===== src/rtl/uart_pkg.sv =====
// Shared UART definitions: sampling constants and the majority-vote helper
// used by the receive-path bit sampler.
package uart_pkg;

  localparam int   MIN_PRESCALE = 8;
  localparam logic SAMP_MODE_3  = 1'b0;
  localparam logic SAMP_MODE_5  = 1'b1;
  localparam logic RX_IDLE      = 1'b1;

  typedef struct packed {
    logic value;
    logic noise;
  } vote_t;

  // samples[0] is the newest sample; 3-sample mode looks at samples[2:0] only.
  function automatic vote_t majority_vote(input logic [4:0] samples, input logic mode);
    vote_t      r;
    logic [2:0] ones;
    ones = '0;
    if (mode == SAMP_MODE_5) begin
      for (int i = 0; i < 5; i++) ones = ones + {2'b00, samples[i]};
      r.value = (ones >= 3'd3);
      r.noise = (ones != 3'd0) && (ones != 3'd5);
    end else begin
      for (int i = 0; i < 3; i++) ones = ones + {2'b00, samples[i]};
      r.value = (ones >= 3'd2);
      r.noise = (ones != 3'd0) && (ones != 3'd3);
    end
    return r;
  endfunction

endpackage


===== src/rtl/uart_rx_sampler_if.sv =====
// Handshake between the RX control FSM (master) and the bit sampler (slave).
//   samp_en, prescale, samp_mode         : FSM -> sampler
//   sampled_bit, bit_valid, noise_err,
//   edge_cnt                             : sampler -> FSM
interface uart_rx_sampler_if #(
  parameter int PRESCALE_W = 6
);
  logic                  samp_en;
  logic [PRESCALE_W-1:0] prescale;
  logic                  samp_mode;
  logic                  sampled_bit;
  logic                  bit_valid;
  logic                  noise_err;
  logic [PRESCALE_W-1:0] edge_cnt;

  modport master (
    output samp_en, prescale, samp_mode,
    input  sampled_bit, bit_valid, noise_err, edge_cnt
  );

  modport slave (
    input  samp_en, prescale, samp_mode,
    output sampled_bit, bit_valid, noise_err, edge_cnt
  );
endinterface


===== src/rtl/bit_synchronizer.sv =====
// Multi-flop synchroniser for a single asynchronous input.
//   clk, rst (async, active-low) : clock / reset
//   d                            : asynchronous input
//   q                            : synchronised output, RESET_VAL during reset
module bit_synchronizer #(
  parameter int   STAGES    = 2,
  parameter logic RESET_VAL = 1'b0
) (
  input  logic clk,
  input  logic rst,
  input  logic d,
  output logic q
);

  logic [STAGES-1:0] sync_q;

  always_ff @(posedge clk or negedge rst) begin
    if (!rst) sync_q <= {STAGES{RESET_VAL}};
    else      sync_q <= {sync_q[STAGES-2:0], d};
  end

  assign q = sync_q[STAGES-1];

endmodule


===== src/rtl/uart_rx_sampler.sv =====
// Oversampling bit sampler for the UART receive path. Synchronises rx_in,
// counts clk edges across each bit period while samp_en is high, takes 3 or
// 5 samples centred on the bit and majority-votes them into a registered bit.
//   clk, rst (async, active-low) : clock / reset
//   rx_in                        : raw serial line
//   smp (slave)                  : samp_en/prescale/samp_mode in,
//                                  sampled_bit/bit_valid/noise_err/edge_cnt out
module uart_rx_sampler
  import uart_pkg::*;
#(
  parameter int PRESCALE_W  = 6,
  parameter int SYNC_STAGES = 2
) (
  input  logic               clk,
  input  logic               rst,
  input  logic               rx_in,
  uart_rx_sampler_if.slave   smp
);

  localparam logic [PRESCALE_W-1:0] PS_MIN = PRESCALE_W'(MIN_PRESCALE);

  logic                  rx_s;
  logic                  samp_en_q;
  logic [PRESCALE_W-1:0] ps_q;
  logic                  mode_q;
  logic [PRESCALE_W-1:0] edge_cnt_q;
  logic [4:0]            samp_sr;
  logic [2:0]            samp_cnt;
  logic                  sampled_bit_q;
  logic                  bit_valid_q;
  logic                  noise_q;

  logic [PRESCALE_W-1:0] ps_clamped;
  logic [PRESCALE_W-1:0] mid;
  logic [PRESCALE_W-1:0] half;
  logic [PRESCALE_W-1:0] win_lo;
  logic [PRESCALE_W-1:0] win_hi;
  logic [2:0]            n_samp;
  logic                  en_rise;
  logic                  in_window;
  logic                  last_sample;
  logic                  wrap;
  logic [4:0]            samp_next;
  vote_t                 vote;

  bit_synchronizer #(
    .STAGES   (SYNC_STAGES),
    .RESET_VAL(RX_IDLE)
  ) u_rx_sync (
    .clk(clk),
    .rst(rst),
    .d  (rx_in),
    .q  (rx_s)
  );

  // On the rising-edge cycle ps_q/mode_q are still stale, but edge_cnt is 0
  // there and the window never starts below 2, so nothing depends on them.
  always_comb begin
    ps_clamped  = (smp.prescale < PS_MIN) ? PS_MIN : smp.prescale;
    en_rise     = smp.samp_en & ~samp_en_q;
    mid         = ps_q >> 1;
    half        = (mode_q == SAMP_MODE_5) ? PRESCALE_W'(2) : PRESCALE_W'(1);
    n_samp      = (mode_q == SAMP_MODE_5) ? 3'd5 : 3'd3;
    win_lo      = mid - half;
    win_hi      = mid + half;
    in_window   = (edge_cnt_q >= win_lo) && (edge_cnt_q <= win_hi);
    last_sample = (edge_cnt_q == win_hi);
    wrap        = (edge_cnt_q == ps_q - PRESCALE_W'(1));
    // Vote on the register contents including the sample being taken now,
    // so the result is registered in the same edge as the last sample.
    samp_next   = {samp_sr[3:0], rx_s};
    vote        = majority_vote(samp_next, mode_q);
  end

  always_ff @(posedge clk or negedge rst) begin
    if (!rst) begin
      samp_en_q     <= 1'b0;
      ps_q          <= PS_MIN;
      mode_q        <= SAMP_MODE_3;
      edge_cnt_q    <= '0;
      samp_sr       <= '0;
      samp_cnt      <= '0;
      sampled_bit_q <= RX_IDLE;
      bit_valid_q   <= 1'b0;
      noise_q       <= 1'b0;
    end else begin
      samp_en_q   <= smp.samp_en;
      bit_valid_q <= 1'b0;

      if (en_rise || (smp.samp_en && wrap)) begin
        ps_q   <= ps_clamped;
        mode_q <= smp.samp_mode;
      end

      if (!smp.samp_en) begin
        edge_cnt_q <= '0;
        samp_sr    <= '0;
        samp_cnt   <= '0;
      end else if (wrap) begin
        edge_cnt_q <= '0;
        samp_sr    <= '0;
        samp_cnt   <= '0;
      end else begin
        edge_cnt_q <= edge_cnt_q + PRESCALE_W'(1);
        if (in_window) begin
          samp_sr  <= samp_next;
          samp_cnt <= samp_cnt + 3'd1;
          if (last_sample && (samp_cnt == n_samp - 3'd1)) begin
            bit_valid_q   <= 1'b1;
            sampled_bit_q <= vote.value;
            noise_q       <= vote.noise;
          end
        end
      end
    end
  end

  assign smp.sampled_bit = sampled_bit_q;
  assign smp.bit_valid   = bit_valid_q;
  assign smp.noise_err   = noise_q;
  assign smp.edge_cnt    = edge_cnt_q;

endmodule


===== src/flat_wrapper.sv =====
// flat-port wrapper written by rule: the top's interface ports become plain ports
module uart_rx_sampler_flat import uart_pkg::*;
#(
  parameter int PRESCALE_W  = 6,
  parameter int SYNC_STAGES = 2
)
  (clk, rst, rx_in, smp_samp_en, smp_prescale, smp_samp_mode, smp_sampled_bit, smp_bit_valid, smp_noise_err, smp_edge_cnt);
  uart_rx_sampler_if #(.PRESCALE_W(PRESCALE_W)) smp_i ();
  input  logic clk;
  input  logic rst;
  input  logic rx_in;
  input wire logic [$bits(smp_i.samp_en)-1:0] smp_samp_en;
  input wire logic [$bits(smp_i.prescale)-1:0] smp_prescale;
  input wire logic [$bits(smp_i.samp_mode)-1:0] smp_samp_mode;
  output wire logic [$bits(smp_i.sampled_bit)-1:0] smp_sampled_bit;
  output wire logic [$bits(smp_i.bit_valid)-1:0] smp_bit_valid;
  output wire logic [$bits(smp_i.noise_err)-1:0] smp_noise_err;
  output wire logic [$bits(smp_i.edge_cnt)-1:0] smp_edge_cnt;
  assign smp_i.samp_en = smp_samp_en;
  assign smp_i.prescale = smp_prescale;
  assign smp_i.samp_mode = smp_samp_mode;
  assign smp_sampled_bit = smp_i.sampled_bit;
  assign smp_bit_valid = smp_i.bit_valid;
  assign smp_noise_err = smp_i.noise_err;
  assign smp_edge_cnt = smp_i.edge_cnt;
  uart_rx_sampler #(.PRESCALE_W(PRESCALE_W), .SYNC_STAGES(SYNC_STAGES)) u_core (.clk(clk), .rst(rst), .rx_in(rx_in), .smp(smp_i));
endmodule

===== config.mk =====
export PLATFORM = sky130hd
export DESIGN_NAME = uart_rx_sampler_flat
export DESIGN_NICKNAME = d
export VERILOG_FILES = /design/src/rtl/uart_pkg.sv /design/src/rtl/uart_rx_sampler_if.sv /design/src/rtl/bit_synchronizer.sv /design/src/rtl/uart_rx_sampler.sv /design/src/flat_wrapper.sv
export SDC_FILE = /design/constraint.sdc
export NUM_CORES = 1
export LEC_CHECK = 0
export CAP_MARGIN = 20
export CORE_MARGIN = 8
export CORE_UTILIZATION = 45
export DETAILED_ROUTE_END_ITERATION = 10
export GPL_ROUTABILITY_DRIVEN = 0
export PLACE_DENSITY = 0.66
export SYNTH_ARGS = -nofsm -noshare
export SYNTH_HDL_FRONTEND = slang
export SYNTH_HIERARCHICAL = 1
export SYNTH_SLANG_ARGS = --single-unit

===== constraint.sdc =====
create_clock -name clk -period 5.41 [get_ports clk]
set_input_delay 1.082 -clock clk [delete_from_list [all_inputs] [get_ports clk]]
set_output_delay 1.082 -clock clk [all_outputs]
set_load 0.02 [all_outputs]

==> impl_metrics.prom <==
# TYPE chip_impl_metric gauge
chip_impl_info{name="outcome",value="completed"} 1
chip_impl_metric{name="post_route_cells_drive_above_1_share",unit="%"} 10.2
chip_impl_metric{name="final_cells",unit=""} 256
chip_impl_metric{name="cts.htree.levels",unit=""} 1
chip_impl_metric{name="cts_hold_buf",unit=""} 0
chip_impl_metric{name="async_s_r_ff_share_synth",unit="%"} 100
chip_impl_metric{name="max_cap_violations",unit=""} 0
chip_impl_metric{name="layout_min_cycle_time",unit="ps"} 3370
chip_impl_metric{name="cp_data_required_time",unit="ps"} 5580
chip_impl_metric{name="post_cts_setup_repair_bufs",unit=""} 0
chip_impl_info{name="critical_path_class",value="reg2reg"} 1
chip_impl_info{name="worstSetupStartpointType",value="flop"} 1
chip_impl_metric{name="setup-violations-final",unit=""} 0
chip_impl_metric{name="power.ir.vdd_worst",unit="V"} 0.000176
chip_impl_metric{name="tritoncts.num_buffers",unit=""} 3
chip_impl_metric{name="reg2reg_setup_slack",unit="ps"} 2040
chip_impl_metric{name="syn_nets",unit=""} 222
chip_impl_metric{name="final_clock_period_utilization_by_the_worst_path",unit="%"} 62.4
chip_impl_metric{name="synth.cell_area",unit="sq um"} 1880
chip_impl_metric{name="max_slew.worst_pin.slew",unit="ps"} 988
chip_impl_metric{name="antenna_violating_nets_post_route",unit=""} 0
chip_impl_info{name="yosys_most_used_dff",value="sky130_fd_sc_hd__dfrtp_1"} 1
chip_impl_metric{name="power_leakage",unit="nW"} 0.976
chip_impl_metric{name="fp.dieH",unit="microns"} 80.6
chip_impl_metric{name="floorplan.die.width",unit="microns"} 80.6
chip_impl_metric{name="maxSlewHeadroom",unit="%"} 33.7
chip_impl_metric{name="die_area",unit="sq um"} 6490
chip_impl_metric{name="number_of_optimization_iterations_in_the_first_detailed_route_pass",unit=""} 4
chip_impl_metric{name="total_wire_length",unit="microns"} 4310
chip_impl_metric{name="crit_fanout",unit=""} 8
chip_impl_metric{name="layout.nets",unit=""} 243
chip_impl_metric{name="wl_per_cell",unit="microns"} 16.8
chip_impl_metric{name="cts_sinks",unit=""} 26
chip_impl_metric{name="synth_edf_count",unit=""} 0
chip_impl_metric{name="timing.critical_path.arrival",unit="ps"} 3540
chip_impl_metric{name="power_density",unit="nW/um^2"} 307
chip_impl_metric{name="clock_path_buffers",unit=""} 2
chip_impl_metric{name="post_synth_inst_count",unit=""} 186
chip_impl_metric{name="first_iter_violations",unit=""} 71
chip_impl_metric{name="yosysWarnings",unit=""} 6
chip_impl_metric{name="antennaDiodeCount",unit=""} 0
chip_impl_metric{name="clock.fmax",unit="GHz"} 0.296
chip_impl_metric{name="numPortBuffers",unit=""} 19
chip_impl_info{name="hold_class",value="reg2reg"} 1
chip_impl_info{name="critical_path.endpoint_type",value="flop"} 1
chip_impl_metric{name="rows",unit=""} 23
chip_impl_metric{name="core",unit="sq um"} 4000
chip_impl_metric{name="antenna_found_initial",unit=""} 0
chip_impl_metric{name="post-dp-hpwl",unit="microns"} 3330
chip_impl_metric{name="cts.reportedPaths.clkPinSlew",unit="ps"} 90
chip_impl_metric{name="dr_total_vias",unit=""} 1453
chip_impl_metric{name="clock_latency",unit="ps"} 270
chip_impl_metric{name="finalSetupTns",unit="ps"} 0
chip_impl_metric{name="drcViolationCount",unit=""} 0
chip_impl_metric{name="numPlacedInstances",unit=""} 252
chip_impl_metric{name="overflow",unit=""} 0
chip_impl_metric{name="register_bit_total_from_synthesis",unit=""} 26
chip_impl_metric{name="yosysSeqAreaShare",unit="%"} 35.0
chip_impl_info{name="cts_tree",value="done"} 1
chip_impl_metric{name="grt_max_degree",unit=""} 18
chip_impl_metric{name="initial_core_util",unit="%"} 46.9
chip_impl_info{name="rsz0062_at_grt",value="no"} 1
chip_impl_metric{name="top_level_ports",unit=""} 20
chip_impl_metric{name="routed_via_density",unit=""} 5.68
chip_impl_metric{name="cts_resized",unit=""} 0
chip_impl_metric{name="first_pass_grt_wire_length",unit="microns"} 7220
chip_impl_info{name="cts_root_buffer",value="sky130_fd_sc_hd__clkbuf_8"} 1
chip_impl_metric{name="avgSynthCellArea",unit="sq um"} 10.1
chip_impl_metric{name="synth.distinct_cells",unit=""} 44
chip_impl_metric{name="final-max-slew-violation-count",unit=""} 0
chip_impl_metric{name="finalClockSkew",unit="ps"} 10.4
chip_impl_metric{name="via_count_of_the_first_global_routing_pass",unit=""} 1505
chip_impl_metric{name="syn_to_final_growth",unit="%"} 17.4
chip_impl_metric{name="grt.total_usage",unit="%"} 14.3
chip_impl_metric{name="final-hold-violation-count",unit=""} 0
==> cell families (layout without fill, tap and decap cells) <==
family                     Yosys count  count (layout)  share of synthesized area (%)
AOI/OAI and AO/OA                   43              43                           15.5
xor gates and xnor gates            17              17                           8.34
adders and majority gates           25              25                           18.3
buffers and inverters               20              40                           4.54
DFF                                 26              26                           35.0
muxes                                9               9                           5.27
and+or+nand+nor                     46              46                           13.1
==> per-layer routing <==
layer | wire length (microns) | global-route usage (%) | vias to the layer above
met1 | 1940 | 17.3 | 721
met4 | 40 | 5.27 | 0
met3 | 135 | 2.79 | 4
li1 | - | - | 696
met2 | 2200 | 24.3 | 32
met5 | 0 | 0 | -
==> critical path, cell delays in order, from the launching register on <==
cell                        delay [ps]
sky130_fd_sc_hd__dfrtp_1           500
sky130_fd_sc_hd__inv_1             210
sky130_fd_sc_hd__ha_1              350
sky130_fd_sc_hd__a21oi_1           240
sky130_fd_sc_hd__nor2b_1           190
sky130_fd_sc_hd__xnor2_1           150
sky130_fd_sc_hd__ha_1              280
sky130_fd_sc_hd__a2111oi_0         430
sky130_fd_sc_hd__o21ai_0           200
sky130_fd_sc_hd__o21a_1            230
sky130_fd_sc_hd__o2111a_1          200
sky130_fd_sc_hd__mux2_2            280
==> synthesized netlist by cell type (all sizes together) (3+ instances only) <==
cell type  number  area, sq um
ha             21          263
xor2            8         77.6
a21o            3         22.5
nor3            4         25.0
inv            16         60.1
a21oi          13         65.1
mux2            7         78.8
o21ai          10         50.1
dfstp           4          105
a31oi           3         33.8
nor2           12         45.0
nand2           4         15.0
dfrtp          22          551
nor2b           4         25.0
xnor2           9         78.8
fa              4         80.1
buf             4         25.0
nand3          10         50.1
==> cell usage in the layout, fill, tap and decap left out, drive strengths merged, types with 4 or more instances in the layout <==
cell type / instances
nor2b: 4
nand2: 4
mux2: 7
nor2: 12
nor3: 4
inv: 16
dfstp: 4
o21ai: 10
dfrtp: 22
ha: 21
fa: 4
a21oi: 13
clkdlybuf4s50: 19
xor2: 8
nand3: 10
xnor2: 9
==> stage by stage <==
stage               util [%]  hold WS (ps)  area [sq um]  setup WS [ps]  total power, mW
floorplan                  -           345          1880           2600            0.440
global placement        52.6           347          2100           2370            0.495
detailed placement      53.3           349          2130           2140            0.513
CTS                     55.1           364          2200           2100            0.681
global route            55.1           372          2200           1820            0.723
finish                  55.1           362          2200           2040            0.677
==> cell type report <==
class / instances / area [sq um]
Clock buffer: 3 / 41.3
Clock inverter: 1 / 30.0
Multi-Input combinational cell: 140 / 1130
Sequential cell: 26 / 656
Tap cell: 50 / 62.6
Fill cell: 350 / 1800
Timing Repair Buffer: 20 / 218
Inverter: 16 / 60.1
==> worst paths after layout <==
check | start | end | cells past startpoint
setup / recovery | u_core/mode_q | u_core/smp.noise_err | 11
hold / removal | u_core/u_rx_sync/sync_q[0] | u_core/u_rx_sync/sync_q[1] | 0
setup reg to reg | u_core/mode_q | u_core/smp.noise_err | 11
hold reg to reg | u_core/u_rx_sync/sync_q[0] | u_core/u_rx_sync/sync_q[1] | 0
max in group asynchronous | rst | u_core/ps_q[3] | 2
min in group asynchronous | rst | u_core/samp_cnt[1] | 1
==> sequential cells by signal, indices dropped and copies added, names as in the netlist <==
signal	cells
u_core/samp_cnt	3
u_core/ps_q	6
u_core/samp_sr	4
u_core/smp.bit_valid	1
u_core/smp.sampled_bit	1
u_core/mode_q	1
u_core/samp_en_q	1
u_core/smp.edge_cnt	6
u_core/smp.noise_err	1
u_core/u_rx_sync/sync_q	2
==> report_power, final <==
| part | internal, mW | switching, mW |
|---|---|---|
| clock network | 0.0990 | 0.0615 |
| logic | 0.117 | 0.144 |
| registers | 0.214 | 0.0406 |
(Power assumes the default switching activity.)
